`src/rtl/run_seq_detector_if.sv`:
```
// Bus bundle for run_seq_detector: sampling controls in, detector status out.
// master drives controls and observes status; slave is the detector itself.
interface run_seq_detector_if #(
  parameter int unsigned RUN_LEN = 4,
  parameter int unsigned CNT_W   = 8
);
  localparam int unsigned RC_W = $clog2(RUN_LEN + 1);

  logic               en;
  logic               w;
  logic [1:0]         mode;
  logic               clr_cnt;
  logic               z;
  logic [RUN_LEN-1:0] hist;
  logic [RC_W-1:0]    run_cnt;
  logic               run_bit;
  logic [CNT_W-1:0]   det_cnt;

  modport master (
    output en, w, mode, clr_cnt,
    input  z, hist, run_cnt, run_bit, det_cnt
  );

  modport slave (
    input  en, w, mode, clr_cnt,
    output z, hist, run_cnt, run_bit, det_cnt
  );
endinterface

```
`src/rtl/run_seq_detector.sv`:
```
// Serial-bit run detector: flags RUN_LEN consecutive identical bits on w,
// with polarity selection, optional non-overlapping detection and a
// saturating count of detect cycles. All outputs are registered.
module run_seq_detector #(
  parameter int unsigned RUN_LEN = 4,
  parameter int unsigned CNT_W   = 8,
  parameter int unsigned OVERLAP = 1
) (
  input  logic                clk,
  input  logic                rst,
  run_seq_detector_if.slave   bus
);

  localparam int unsigned     RC_W        = $clog2(RUN_LEN + 1);
  localparam logic [RC_W-1:0] RUN_CNT_MAX = RC_W'(RUN_LEN);
  localparam logic [RC_W-1:0] RUN_CNT_ONE = RC_W'(1);

  typedef enum logic [1:0] {
    MODE_ANY   = 2'b00,
    MODE_ONES  = 2'b01,
    MODE_ZEROS = 2'b10,
    MODE_OFF   = 2'b11
  } mode_e;

  logic               z_q, z_d;
  logic [RUN_LEN-1:0] hist_q, hist_d;
  logic [RC_W-1:0]    run_cnt_q, run_cnt_d;
  logic               run_bit_q, run_bit_d;
  logic [CNT_W-1:0]   det_cnt_q, det_cnt_d;

  logic [RC_W-1:0]    run_next;
  logic               pol_ok;
  logic               hit;
  mode_e              mode_s;

  assign mode_s = mode_e'(bus.mode);

  // Next-state: run tracking, polarity-qualified detection, detect counter
  always_comb begin
    hist_d    = hist_q;
    run_cnt_d = run_cnt_q;
    run_bit_d = run_bit_q;
    z_d       = 1'b0;
    det_cnt_d = det_cnt_q;
    run_next  = '0;
    pol_ok    = 1'b0;
    hit       = 1'b0;

    if (!bus.en) begin
      hist_d    = '0;
      run_cnt_d = '0;
      run_bit_d = 1'b0;
    end else begin
      hist_d = {bus.w, hist_q[RUN_LEN-1:1]};

      // run_cnt==0 means no valid previous bit, so any w starts a fresh run
      if ((run_cnt_q == '0) || (bus.w != run_bit_q)) begin
        run_next = RUN_CNT_ONE;
      end else if (run_cnt_q == RUN_CNT_MAX) begin
        run_next = RUN_CNT_MAX;
      end else begin
        run_next = run_cnt_q + 1'b1;
      end

      case (mode_s)
        MODE_ANY:   pol_ok = 1'b1;
        MODE_ONES:  pol_ok = bus.w;
        MODE_ZEROS: pol_ok = ~bus.w;
        default:    pol_ok = 1'b0;
      endcase

      hit       = (run_next == RUN_CNT_MAX) && pol_ok;
      run_bit_d = bus.w;
      // Non-overlapping: restart counting so the next equal bit counts as 1
      run_cnt_d = (hit && (OVERLAP == 0)) ? '0 : run_next;
      z_d       = hit;
    end

    if (bus.clr_cnt) begin
      det_cnt_d = '0;
    end else if (z_d && (det_cnt_q != '1)) begin
      det_cnt_d = det_cnt_q + 1'b1;
    end
  end

  // State register with synchronous active-high reset
  always_ff @(posedge clk) begin
    if (rst) begin
      z_q       <= 1'b0;
      hist_q    <= '0;
      run_cnt_q <= '0;
      run_bit_q <= 1'b0;
      det_cnt_q <= '0;
    end else begin
      z_q       <= z_d;
      hist_q    <= hist_d;
      run_cnt_q <= run_cnt_d;
      run_bit_q <= run_bit_d;
      det_cnt_q <= det_cnt_d;
    end
  end

  assign bus.z       = z_q;
  assign bus.hist    = hist_q;
  assign bus.run_cnt = run_cnt_q;
  assign bus.run_bit = run_bit_q;
  assign bus.det_cnt = det_cnt_q;

endmodule

```
`src/flat_wrapper.sv`:
```
// flat-port wrapper written by rule: the top's interface ports become plain ports
module run_seq_detector_flat 
#(
  parameter int unsigned RUN_LEN = 4,
  parameter int unsigned CNT_W   = 8,
  parameter int unsigned OVERLAP = 1
)
  (clk, rst, bus_en, bus_w, bus_mode, bus_clr_cnt, bus_z, bus_hist, bus_run_cnt, bus_run_bit, bus_det_cnt);
  run_seq_detector_if #(.RUN_LEN(RUN_LEN), .CNT_W(CNT_W)) bus_i ();
  input  logic clk;
  input  logic rst;
  input wire logic [$bits(bus_i.en)-1:0] bus_en;
  input wire logic [$bits(bus_i.w)-1:0] bus_w;
  input wire logic [$bits(bus_i.mode)-1:0] bus_mode;
  input wire logic [$bits(bus_i.clr_cnt)-1:0] bus_clr_cnt;
  output wire logic [$bits(bus_i.z)-1:0] bus_z;
  output wire logic [$bits(bus_i.hist)-1:0] bus_hist;
  output wire logic [$bits(bus_i.run_cnt)-1:0] bus_run_cnt;
  output wire logic [$bits(bus_i.run_bit)-1:0] bus_run_bit;
  output wire logic [$bits(bus_i.det_cnt)-1:0] bus_det_cnt;
  assign bus_i.en = bus_en;
  assign bus_i.w = bus_w;
  assign bus_i.mode = bus_mode;
  assign bus_i.clr_cnt = bus_clr_cnt;
  assign bus_z = bus_i.z;
  assign bus_hist = bus_i.hist;
  assign bus_run_cnt = bus_i.run_cnt;
  assign bus_run_bit = bus_i.run_bit;
  assign bus_det_cnt = bus_i.det_cnt;
  run_seq_detector #(.RUN_LEN(RUN_LEN), .CNT_W(CNT_W), .OVERLAP(OVERLAP)) u_core (.clk(clk), .rst(rst), .bus(bus_i));
endmodule
```
`config.mk`:
```
export PLATFORM = sky130hd
export DESIGN_NAME = run_seq_detector_flat
export DESIGN_NICKNAME = d
export VERILOG_FILES = /design/src/rtl/run_seq_detector_if.sv /design/src/rtl/run_seq_detector.sv /design/src/flat_wrapper.sv
export SDC_FILE = /design/constraint.sdc
export NUM_CORES = 1
export LEC_CHECK = 0
export CORE_MARGIN = 2
export CORE_UTILIZATION = 47
export DETAILED_ROUTE_END_ITERATION = 10
export GPL_ROUTABILITY_DRIVEN = 0
export MAX_ROUTING_LAYER = met4
export PLACE_DENSITY = 0.83
export RECOVER_POWER = 100
export SLEW_MARGIN = 20
export SYNTH_ARGS = -nofsm -noshare
export SYNTH_HDL_FRONTEND = slang
export SYNTH_SLANG_ARGS = --single-unit
```
`constraint.sdc`:
```
create_clock -name clk -period 6.25 [get_ports clk]
set_input_delay 1.25 -clock clk [delete_from_list [all_inputs] [get_ports clk]]
set_output_delay 1.25 -clock clk [all_outputs]
set_load 0.02 [all_outputs]
```
* After elaboration in Yosys (flattened, before gate mapping) *
Index checks and enable logic that the tools add are counted.
Widths: inputs -> output; s select.

word-level totals
  ROM bits = 0
  bits in writable memories = 0
  output and inout port bits = 17
  memories = 0
  flip-flop bits (word level) = 17
  logic and storage cells = 28
  input port bits = 7
  bits in latches = 0

cells by class
  $add $sub $neg = 2
  shift-type cells = 0
  $mul = 0
  bitwise operators = 2
  reductions and logical operators = 7
  div/mod/pow operators = 0
  mux-type cells = 6
  order comparisons = 0
  eq/ne operators = 6

operators with widths
  operator             count
  $mux 3               3
  $add 8x1->8 const B  1
  $ne 8x8->1 const B   1
  $eq 3x3->1 const B   2
  $reduce_or 2->1      2
  $add 3x1->3 const B  1
  $logic_not 3->1      1
  $pmux 1 s3           1
  $eq 2x1->1 const B   1
  $eq 2x2->1 const B   1
  $logic_and 1x1->1    2
  $logic_not 2->1      1
  $mux 1               2
  $not 1->1            2
  $logic_or 1x1->1     1
  $ne 1x1->1           1

* Logic depth before layout (Yosys ltp) *
  depth after elaboration = 8
  depth in mapped cells = 7
  gate-level depth less buffers = 7

* Worst setup path after synthesis *
No wires, ideal clock.

  path kind = input port to flip-flop
  from = in bus_w
  to = reg u_core.det_cnt_q[4] (netlist: u_core.bus.det_cnt[4])
  setup slack = 3.503 ns
  stages on the path = 5
  library setup time = 0.059 ns
  arrival = 2.688 ns
  path buffers = 0
  required time = 6.191 ns
  cells stage by stage = or3_1 a221o_1 a21o_1 or4_1 nand2_1

on the way
  word-level cells in the longest chain between the ends = 8
  elaborated cells between the ends (all ways) = 11
  classes of those cells = 2 x eq/ne; 5 x mux; 1 x bitwise; 3 x reduce/logical

ends and longest elaborated chain
  element               line                    text
  start, declared       flat_wrapper.sv:13      input wire logic [$bits(bus_i.w)-1:0] bus_w;
  $ne 1x1->1            run_seq_detector.sv:57  if ((run_cnt_q == '0) || (bus.w != run_bit_q)) begin
  $logic_or 1x1->1      run_seq_detector.sv:57
  $mux 3                run_seq_detector.sv:57
  $mux 3                run_seq_detector.sv:49  if (!bus.en) begin
  $eq 3x3->1            run_seq_detector.sv:72  hit = (run_next == RUN_CNT_MAX) && pol_ok;
  $logic_and 1x1->1 *   run_seq_detector.sv:72
  $mux 1 *              run_seq_detector.sv:49
  $logic_and 1x1->1 *   run_seq_detector.sv:81  end else if (z_d && (det_cnt_q != '1)) begin
  end signal, assigned  run_seq_detector.sv:99  det_cnt_q <= det_cnt_d;
  end, declared         run_seq_detector.sv:29  logic [CNT_W-1:0] det_cnt_q, det_cnt_d;

Every way passes the cells marked *; elsewhere a longest branch is shown, timed or not. The select of a mux whose other input is x is not followed.
A chain may end at the register's enable or synchronous reset.

* Worst setup path after layout *
  from = in bus_w
  to = reg u_core.det_cnt_q[5] (netlist: u_core.bus.det_cnt[5])

Same word-level chain as after synthesis.

==> run_results.csv <==
group,metric,value,unit
status,status,"completed",
logic_synthesis,syn_area_per_cell,8.76,um^2
critical_path,r2r-start,"u_core.bus.run_cnt[0]",
cts,cts_buffers,3,
logic_synthesis,syn-num-nets,96,
logic_synthesis,synth_warnings,0,
global_route,grt_use_total,17.8,%
global_route,grt_pass1_vias,631,
floorplan,die_h,44.0,um
route,drt_iter0_markers,17,
critical_path,crit_fanout,8,
pwr,p_int,132,uW
critical_path,rr_endpoint,"u_core.bus.det_cnt[5]",
floorplan,die_w,44.0,um
critical_path,reg2reg_depth,6,
final_layout,area_growth,34.1,%
sta,final_hold_viol_count,0,
critical_path,arrival,3610,ps
critical_path,critPathSlowestCell,"a211oi_1",
final_layout,finish.instance_area,0.00101,mm^2
pwr,ir_drop,0.000109,V
route,drt_wl_total,1.51,mm
global_route,grt_pass1_wl,2.56,mm
place,numPortBuffers,23,
floorplan,core_area,0.00151,mm^2
final_layout,n_fill_cell,129,
global_route,grt_max_degree,9,
logic_synthesis,synth.distinct_cells,32,
cts,post_cts_resized,0,
place,dpl.hpwl,1.18,mm
route,vias_per_cell,5.49,
route,vias,692,
hold_path,whs_endpoint,"u_core.bus.hist[0]",
critical_path,worstPathCellList,"dlygate4sd3_1 -> or3_1 -> a221o_1 -> a211oi_1 -> nand4_1 -> mux2i_1",
critical_path,crit_type,"in -> reg",
place,placed_cell_area,992,um^2
floorplan,initial_core_util,50.0,%
global_route,grt_overflow,0,
critical_path,end_kind,"register",
logic_synthesis,seq_area_frac_synth,42.5,%
critical_path,cp-start-kind,"primary input",
run,maxCapViolCount,0,
pwr,p_sw,39.0,uW
sta,fmax,0.291,GHz
final_layout,diodes,0,
pwr,seqPwrFrac,60.4,%
sta,fin_crit,3440,ps
cts,post-cts-setup-buffers,0,
cts,cts_tree,"built",
final_layout,drive_above_1_share,4.55,%
route,drc_errors,0,
floorplan,io_pins,24,
cts,cts_hold_buf,0,
cts,htreeDepth,1,
critical_path,max_stage_delay,680,ps
critical_path,rrSetupSlack,3770,ps
pwr,power_density,170,mW/mm^2
pwr,p_clk_share,31.4,%
sta,slew_violations,0,
floorplan,rows,14,
cts,clkSinkCount,16,
sta,grt_setup_unrepaired,"no",
cts,cts.path.max_buffers,2,
final_layout,final_util,67.0,%
critical_path,timing.critical_path.required,6420,ps
place,place_inst,123,
cts,clk_pin_slew,80,ps
hold_path,hold_class,"reg -> reg",
final_layout,instances_no_fill,126,
sta,setup_viol,0,
cts,clk_latency,280,ps
global_route,grt_antenna_before_repair,0,
sta,skew,11.6,ps
pwr,swShare,22.8,%
sta,worst_pin_slew,843,ps
floorplan,die_area,0.00194,mm^2
cts,clockRootBuffer,"clkbuf_4",
sta,period_share,55.0,%
logic_synthesis,netlist_instances,86,
hold_path,hold_depth,1,
logic_synthesis,synth-seq-cells,16,
sta,max_slew_margin,43.4,%
route,firstDrtPassIters,4,
route,avgRoutedWirePerCell,12.0,um
pwr,p_leak,0.426,nW
pwr,p_comb_share,8.2,%
sta,totalNegativeSetupSlack,0,ps
route,antenna_left,0,
hold_path,min_from,"u_core.bus.hist[1]",
final_layout,nets,122,
logic_synthesis,synth_area,753,um^2
## per-layer routing
layer	global-route usage (%)	wire length, um
met3	2.45	72
met4	5.45	6
met2	30.0	734
met1	22.0	699
met5	-	0
## state kept, by name, summed over array words and instances, names as in the netlist
register            flops
u_core.bus.det_cnt      8
u_core.bus.hist         3
u_core.bus.run_bit      1
u_core.bus.run_cnt      3
u_core.bus.z            1
## synth_stat cells (all sizes together)
library cell / n / share of area, %
nor2b: 2 / 1.7
ha: 3 / 5.0
mux2i: 1 / 1.3
buf: 2 / 1.5
xnor2: 3 / 3.5
a21boi: 1 / 1.0
a211oi: 1 / 1.7
a21o: 1 / 1.0
a31o: 2 / 2.3
nor3b: 2 / 2.0
nor3: 2 / 1.3
a221o: 1 / 1.3
or4: 1 / 1.0
nand2: 8 / 4.0
a41oi: 1 / 1.2
and2: 4 / 3.5
or3: 2 / 1.7
nand3: 3 / 2.0
or2: 1 / 0.83
dfxtp: 16 / 43
nor2: 8 / 4.0
nor4: 1 / 0.83
and3: 3 / 2.5
a21oi: 3 / 2.0
o21ai: 4 / 2.7
nand3b: 1 / 1.0
inv: 4 / 2.0
nand4: 3 / 2.5
o211ai: 1 / 1.0
or4b: 1 / 1.3
## placed cells by master (no fill, tap or decap), drive strengths merged, types with 2 or more instances in the layout
master         Yosys  final
clkdlybuf4s50      0      4
clkbuf             0      3
dlygate4sd3        0     19
inv                4      4
a21oi              3      3
and3               3      3
nand3              3      3
nand2              8      8
o21ai              4      4
a31o               2      2
nor2               8      8
xnor2              3      3
nand4              3      3
or3                2      2
and2               4      4
nor3b              2      2
nor2b              2      2
dfxtp             16     16
ha                 3      3
nor3               2      2
## worst max-delay path: cells and delay by family
kind	cells	cell delay (ps)
muxes	1	160
AOI/OAI and AO/OA	2	1060
and+or+nand+nor	2	550
buffers and inverters	1	580
## cells by family after synthesis
family	after synthesis	share of synthesized area (%)
DFF	16	42.5
buffers and inverters	6	3.49
AOI/OAI and AO/OA	15	14.1
xor gates and xnor gates	3	3.49
and+or+nand+nor	42	30.1
muxes	1	1.33
adders and majority gates	3	4.98
## per-stage QoR
stage | total power [mW] | hold slack [ps] | setup WS, ps
floorplan | 0.113 | 553 | 3500
global placement | 0.120 | 433 | 2960
global route | 0.178 | 487 | 2650
detailed placement | 0.121 | 442 | 2920
CTS | 0.173 | 462 | 3210
finish | 0.171 | 455 | 2810
## worst max-delay path by stage
stage                     start                    end  slack, ps  cells after the start
after global placement    bus_w  u_core.bus.det_cnt[2]       2960                      6
after floorplan           bus_w  u_core.bus.det_cnt[4]       3500                      5
after CTS                 bus_w  u_core.bus.det_cnt[5]       3210                      6
after global routing      bus_w  u_core.bus.det_cnt[5]       2650                      6
after detailed placement  bus_w  u_core.bus.det_cnt[5]       2920                      6
final                     bus_w  u_core.bus.det_cnt[5]       2810                      6
## power groups by stage
stage	registers (mW)	logic, mW	clock network, mW
5_1_grt	0.104	0.0152	0.0592
2_1_floorplan	0.107	0.00648	0
3_3_place_gp	0.106	0.0145	0
4_1_cts	0.104	0.0148	0.0543
3_5_place_dp	0.106	0.0147	0
6_report	0.103	0.0140	0.0537
## cell type report
class                   instances  area, um^2  area share (%)
multi-input cells              64         402            39.8
flip-flops and latches         16         320            31.7
repair buffers                 23         230            22.8
clock buffers                   3        22.5            2.23
well taps                      16        20.0            1.98
inverters                       4        15.0            1.49
Power figures use the tool's default switching activity.
==> variant 1 (config.mk and constraints unchanged) <==
`CNT_W` is set to 8 in 3 places; all go to 10.
--- a/src/rtl/run_seq_detector_if.sv
+++ b/src/rtl/run_seq_detector_if.sv
@@ -3,5 +3,5 @@
 interface run_seq_detector_if #(
   parameter int unsigned RUN_LEN = 4,
-  parameter int unsigned CNT_W   = 8
+  parameter int unsigned CNT_W   = 10
 );
   localparam int unsigned RC_W = $clog2(RUN_LEN + 1);
--- a/src/rtl/run_seq_detector.sv
+++ b/src/rtl/run_seq_detector.sv
@@ -4,5 +4,5 @@
 module run_seq_detector #(
   parameter int unsigned RUN_LEN = 4,
-  parameter int unsigned CNT_W   = 8,
+  parameter int unsigned CNT_W   = 10,
   parameter int unsigned OVERLAP = 1
 ) (
--- a/src/flat_wrapper.sv
+++ b/src/flat_wrapper.sv
@@ -3,5 +3,5 @@
 #(
   parameter int unsigned RUN_LEN = 4,
-  parameter int unsigned CNT_W   = 8,
+  parameter int unsigned CNT_W   = 10,
   parameter int unsigned OVERLAP = 1
 )
Interface: changed (resized bus_det_cnt); port bits go from 24 to 26. The function was not compared with the original's and may differ.
==> variant 1 against the original RTL <==
Die area increased by 11%. Critical endpoint is now u_core.bus.det_cnt[7]. Cell area up 11%. First-iteration DRC count decreased by 71%. Core utilization is 1.2 points lower. Wire length rose by 6.1%. Area after synthesis up 12%. Worst setup slack improved by 290 ps. Global-route usage fell by 0.28 points. Largest power group unchanged. Sequential cell count grew 2. Total power rose by 17%. Synthesized cell count rose by 9.3%. Register-to-register slack improved by 230 ps. Critical path depth unchanged.
==> variant 1: results (changes against the original RTL) <==
* Clk pin slew, worst setup/hold paths at 100 ps (+20 ps)
* DP Cell Count at 141 (+15%)
* CTS max path bufs at 2 (unchanged)
* Fillers at 154 (+19%)
* CTS Root Cell: clkbuf_4
* Crit-path max FO at 16 (+8)
* Vias in the first global route at 674 (+6.8%)
* GR Util All Layers at 17.5% (-0.28 points)
* Area contributors post-synth: dfxtp_1 (43%), or3_1 (6.0%), o21ai_0 (5.4%)
* Initial antenna violation count at 0 (unchanged)
* FFs w/ async S/R, synth at 0% (unchanged)
* Register area share after synthesis at 42.9% (+0.33 points)
* Skew-Pair Late Insertion Delay at about 290 ps
* Share of cells above drive strength 1 at 5.83% (+1.3 points)
* Post-Synthesis Cells at 94 (+9.3%)
* Worst EP arrival at 3370 ps (-240 ps)
* Met3 GRT Util at 3.53% (+1.1 points)
* Routed wl met3 at 69 µm (-4.2%)
* Hold Crit Class: reg -> reg
* Status: complete, no violations
* Post-CTS setup buffers at 0 (unchanged)
* Distinct cells, synth at 31 (-3.1%)
* Synth top cells by count: dfxtp_1 (18), o21ai_0 (9), or3_1 (8)
* Static leakage at 0.458 nW (+7.5%)
* H-tree Lvls at 1 (unchanged)
* Largest net degree at the start of global routing at 17 (+8)
* M1 GR Usage at 18.5% (-3.5 points)
* Detail Route met2 WL at 809 µm (+10%)
* Met2 Use GR at 30.0% (unchanged)
* Worst-Margin Slew at 475 ps (-369 ps)
* Peak supply drop at 0.000135 V (+24%)
* First-pass GRT wire length at 2590 µm (+1.4%)
* Final #Nets at 131 (+7.4%)
* DR pass1 iterations at 4 (unchanged)
* Max Used Layer: met4
* Syn_nets at 104 (+8.3%)
* CTS buffer count at 3 (unchanged)
* Worst Skew at 1.69 ps (-9.92 ps)
* Area grow syn2layout at 33.6%
* HPWL after DPL at 1240 µm (+5.2%)
* Starting DRC count in detailed routing at 5 (-12)
* Wire length per cell at 11.1 µm (-7.8%)
* Met1 wire length at 709 µm (+1.4%)
* Finished Layout Cells at 145 (+15%)
* Count of port buffers added during placement at 25 (+8.7%)
* Largest register FFs at 10 (+2)
* CTS resizes at 0 (unchanged)
* Primary FF master, synth: dfxtp_1
* Routed via count at 738 (+6.6%)
[variant 1: cell types whose count changed after synthesis, sizes merged, moves of 2 or more]
cell	delta
a21oi	+5
a31o	-2
dfxtp	+2
nand2	-2
nor2	-3
nor3b	-2
o21ai	+5
or3	+6
[variant 1: cell type report]
cell class	instances	share of cell area, %
multi-input combinational	69	38.3
sequential	18	32.1
timing repair buffer	25	22.3
clock buffer	4	3.23
tap	25	2.78
inverter	4	1.34
[variant 1: cell families (layout without fill, tap and decap cells)]
logic type	Yosys count	count (layout)	synth area share [%]
adder cells (fa/ha/maj)	3	3	4.46
AND/OR/NAND/NOR	41	41	28.4
buffers and inverters	7	33	4.91
XOR/XNOR	3	3	3.13
AO/OA/AOI/OAI	21	21	15.0
multiplexers	1	1	1.19
flip-flops	18	18	42.9
[variant 1: critical path, stage by stage]
cell           delay, ps
dlygate4sd3_1        590
or3_1                360
a21oi_1              190
nand3_1              370
or3_1                470
a21oi_1              140
[variant 1: final timing paths]
| path | start | endpoint | slack (ps) | depth (start not counted) |
|---|---|---|---|---|
| worst max-delay path | bus_w | u_core.bus.det_cnt[7] | 3110 | 6 |
| worst min register to register | u_core.bus.hist[1] | u_core.bus.hist[0] | 460 | 1 |
| worst min-delay path | u_core.bus.hist[1] | u_core.bus.hist[0] | 460 | 1 |
| worst max register to register | u_core.bus.run_cnt[0] | u_core.bus.det_cnt[7] | 4000 | 7 |
[variant 1: through the flow]
step	total power, mW	hold slack (ps)
after CTS	0.204	474
after floorplan	0.126	553
after global routing	0.209	473
after detailed placement	0.133	448
after global placement	0.133	434
final	0.201	463
[variant 1: power by group]
group          total, mW  switching [mW]  internal (mW)  leakage [nW]
combinational     0.0129         0.00600        0.00689         0.292
sequential         0.116        0.000932          0.115         0.145
clock             0.0713          0.0358         0.0355        0.0210
==> variant 2 (config.mk and constraints unchanged) <==
Without the edit above. Make the reset (`rst`) asynchronous in one clocked block. Comments in the files are not updated.
--- a/src/rtl/run_seq_detector.sv
+++ b/src/rtl/run_seq_detector.sv
@@ -85,5 +85,5 @@
 
   // State register with synchronous active-high reset
-  always_ff @(posedge clk) begin
+  always_ff @(posedge clk or posedge rst) begin
     if (rst) begin
       z_q       <= 1'b0;
Check against the original RTL: differs if rst is asserted again (counterexample within 4 cycles, from zero or initial values and one cycle with rst high); with rst held inactive, the same outputs for 10 cycles.
==> variant 2 against the original RTL <==
Maximum frequency increased by 9.7%. Worst setup slack gained 300 ps. Wire length fell by 0.20%. Non-clock buffer count did not move. Combinational power increased by 44%. Sequential cell count unchanged. Sequential share of layout area rose by 6.1 points. Cell area rose by 4.7%. Die area rose by 6.6%. Total power grew 3.8%. Area after synthesis increased by 7.3%. Critical path type unchanged. Highest routed layer unchanged.
==> variant 2: results (changes against the original RTL) <==
* Area contributors post-synth: dfrtp_1 (50%), ha_1 (4.6%), a21oi_1 (4.3%)
* Register area share after synthesis at 49.5% (+7.0 points)
* R2R Setup Slk at 4050 ps (+280 ps)
* First-pass GRT wire length at 2880 µm (+13%)
* HPWL after DPL at 1160 µm (-1.3%)
* Clk cell area share at 2.13% (-0.10 points)
* DP Cell Count at 116 (-5.7%)
* Non-clk buf share at 21.8% (-1.0 points)
* Register fraction of the total cell area at 37.9% (+6.1 points)
* Sw frac at 22.8% (+0.051 points)
* Post-Synthesis Cells at 80 (-7.0%)
* Syn_nets at 90 (-6.3%)
* Worst Skew at 6.13 ps (-5.48 ps)
* Status: complete, no violations
* Synth top cells by count: dfrtp_1 (16), a21oi_1 (7)
* Average via count per standard cell at 5.55 (+1.1%)
* Peak supply drop at 0.000128 V (+17%)
* Placed cell area at 1040 µm² (+5.0%)
* Wire length per cell at 12.7 µm (+5.7%)
* Worst path max stage delay at 600 ps (-80 ps)
* Place WS at 3080 ps (+164 ps)
* Post-Route WL at 1510 µm (-0.20%)
* Worst EP arrival at 3300 ps (-310 ps)
* Bufs w/o clock at 23 (unchanged)
* Share of cells above drive strength 1 at 2.91% (-1.6 points)
* Crit-path leading delay family: simple AND/OR/NAND/NOR gates
* Hold Path Sink: u_core.bus.hist[1]
* Slowest CP cell: dlygate4sd3_1
* Starting DRC count in detailed routing at 19 (+2)
* Distinct cells, synth at 30 (-6.3%)
* Crit-path max FO at 15 (+7)
* Worst r2r dst: u_core.bus.det_cnt[5]
* Reg2Reg Depth at 7 (+1)
* FFs w/ async S/R, synth at 100% (+100 points)
* Worst-Margin Slew at 595 ps (-248 ps)
* Inverters at 5 (+1)
* Hold slack at 488 ps (+32.6 ps)
## variant 2: cell count changes after synthesis, moves of 3 or more
cell     before  now
dfrtp_1       0   16
o31ai_1       0    3
nor2_1        8    5
nand2_1       8    5
dfxtp_1      16    0
a21oi_1       3    7
or4_1         1    4
## variant 2: kinds of logic (layout without fill, tap and decap cells)
| kind of cell | after synthesis | in the layout | synth area share, % |
|---|---|---|---|
| AOI/OAI and AO/OA | 15 | 15 | 11.6 |
| xor gates and xnor gates | 2 | 2 | 2.17 |
| adders and majority gates | 3 | 3 | 4.64 |
| buffers and inverters | 8 | 31 | 4.33 |
| DFF | 16 | 16 | 49.5 |
| muxes | 3 | 3 | 3.87 |
| and+or+nand+nor | 33 | 33 | 23.8 |
## variant 2: power groups by stage
stage	Sequential, mW	Clock, mW	Combinational [mW]
CTS	0.107	0.0529	0.0222
global placement	0.109	0	0.0218
detailed placement	0.109	0	0.0222
floorplan	0.111	0	0.0103
finish	0.106	0.0510	0.0202
global route	0.107	0.0583	0.0229
## variant 2: layer usage
layer / global-route usage [%] / up-vias / part of all wire [%]
met1: 26.0 / 313 / 46
met2: 31.0 / 11 / 50
li1: - / 335 / -
met4: 7.06 / 0 / 0.53
met3: 5.95 / 2 / 3.4
met5: - / - / 0
## variant 2: worst max path at each step
stage / from / endpoint / slack, ps
detailed placement: bus_w / u_core.bus.det_cnt[5] / 3080
CTS: bus_w / u_core.bus.det_cnt[5] / 3360
global placement: bus_w / u_core.bus.det_cnt[5] / 3120
floorplan: bus_w / u_core.bus.det_cnt[5] / 3880
finish: bus_w / u_core.bus.det_cnt[5] / 3120
global route: bus_w / u_core.bus.det_cnt[5] / 2940
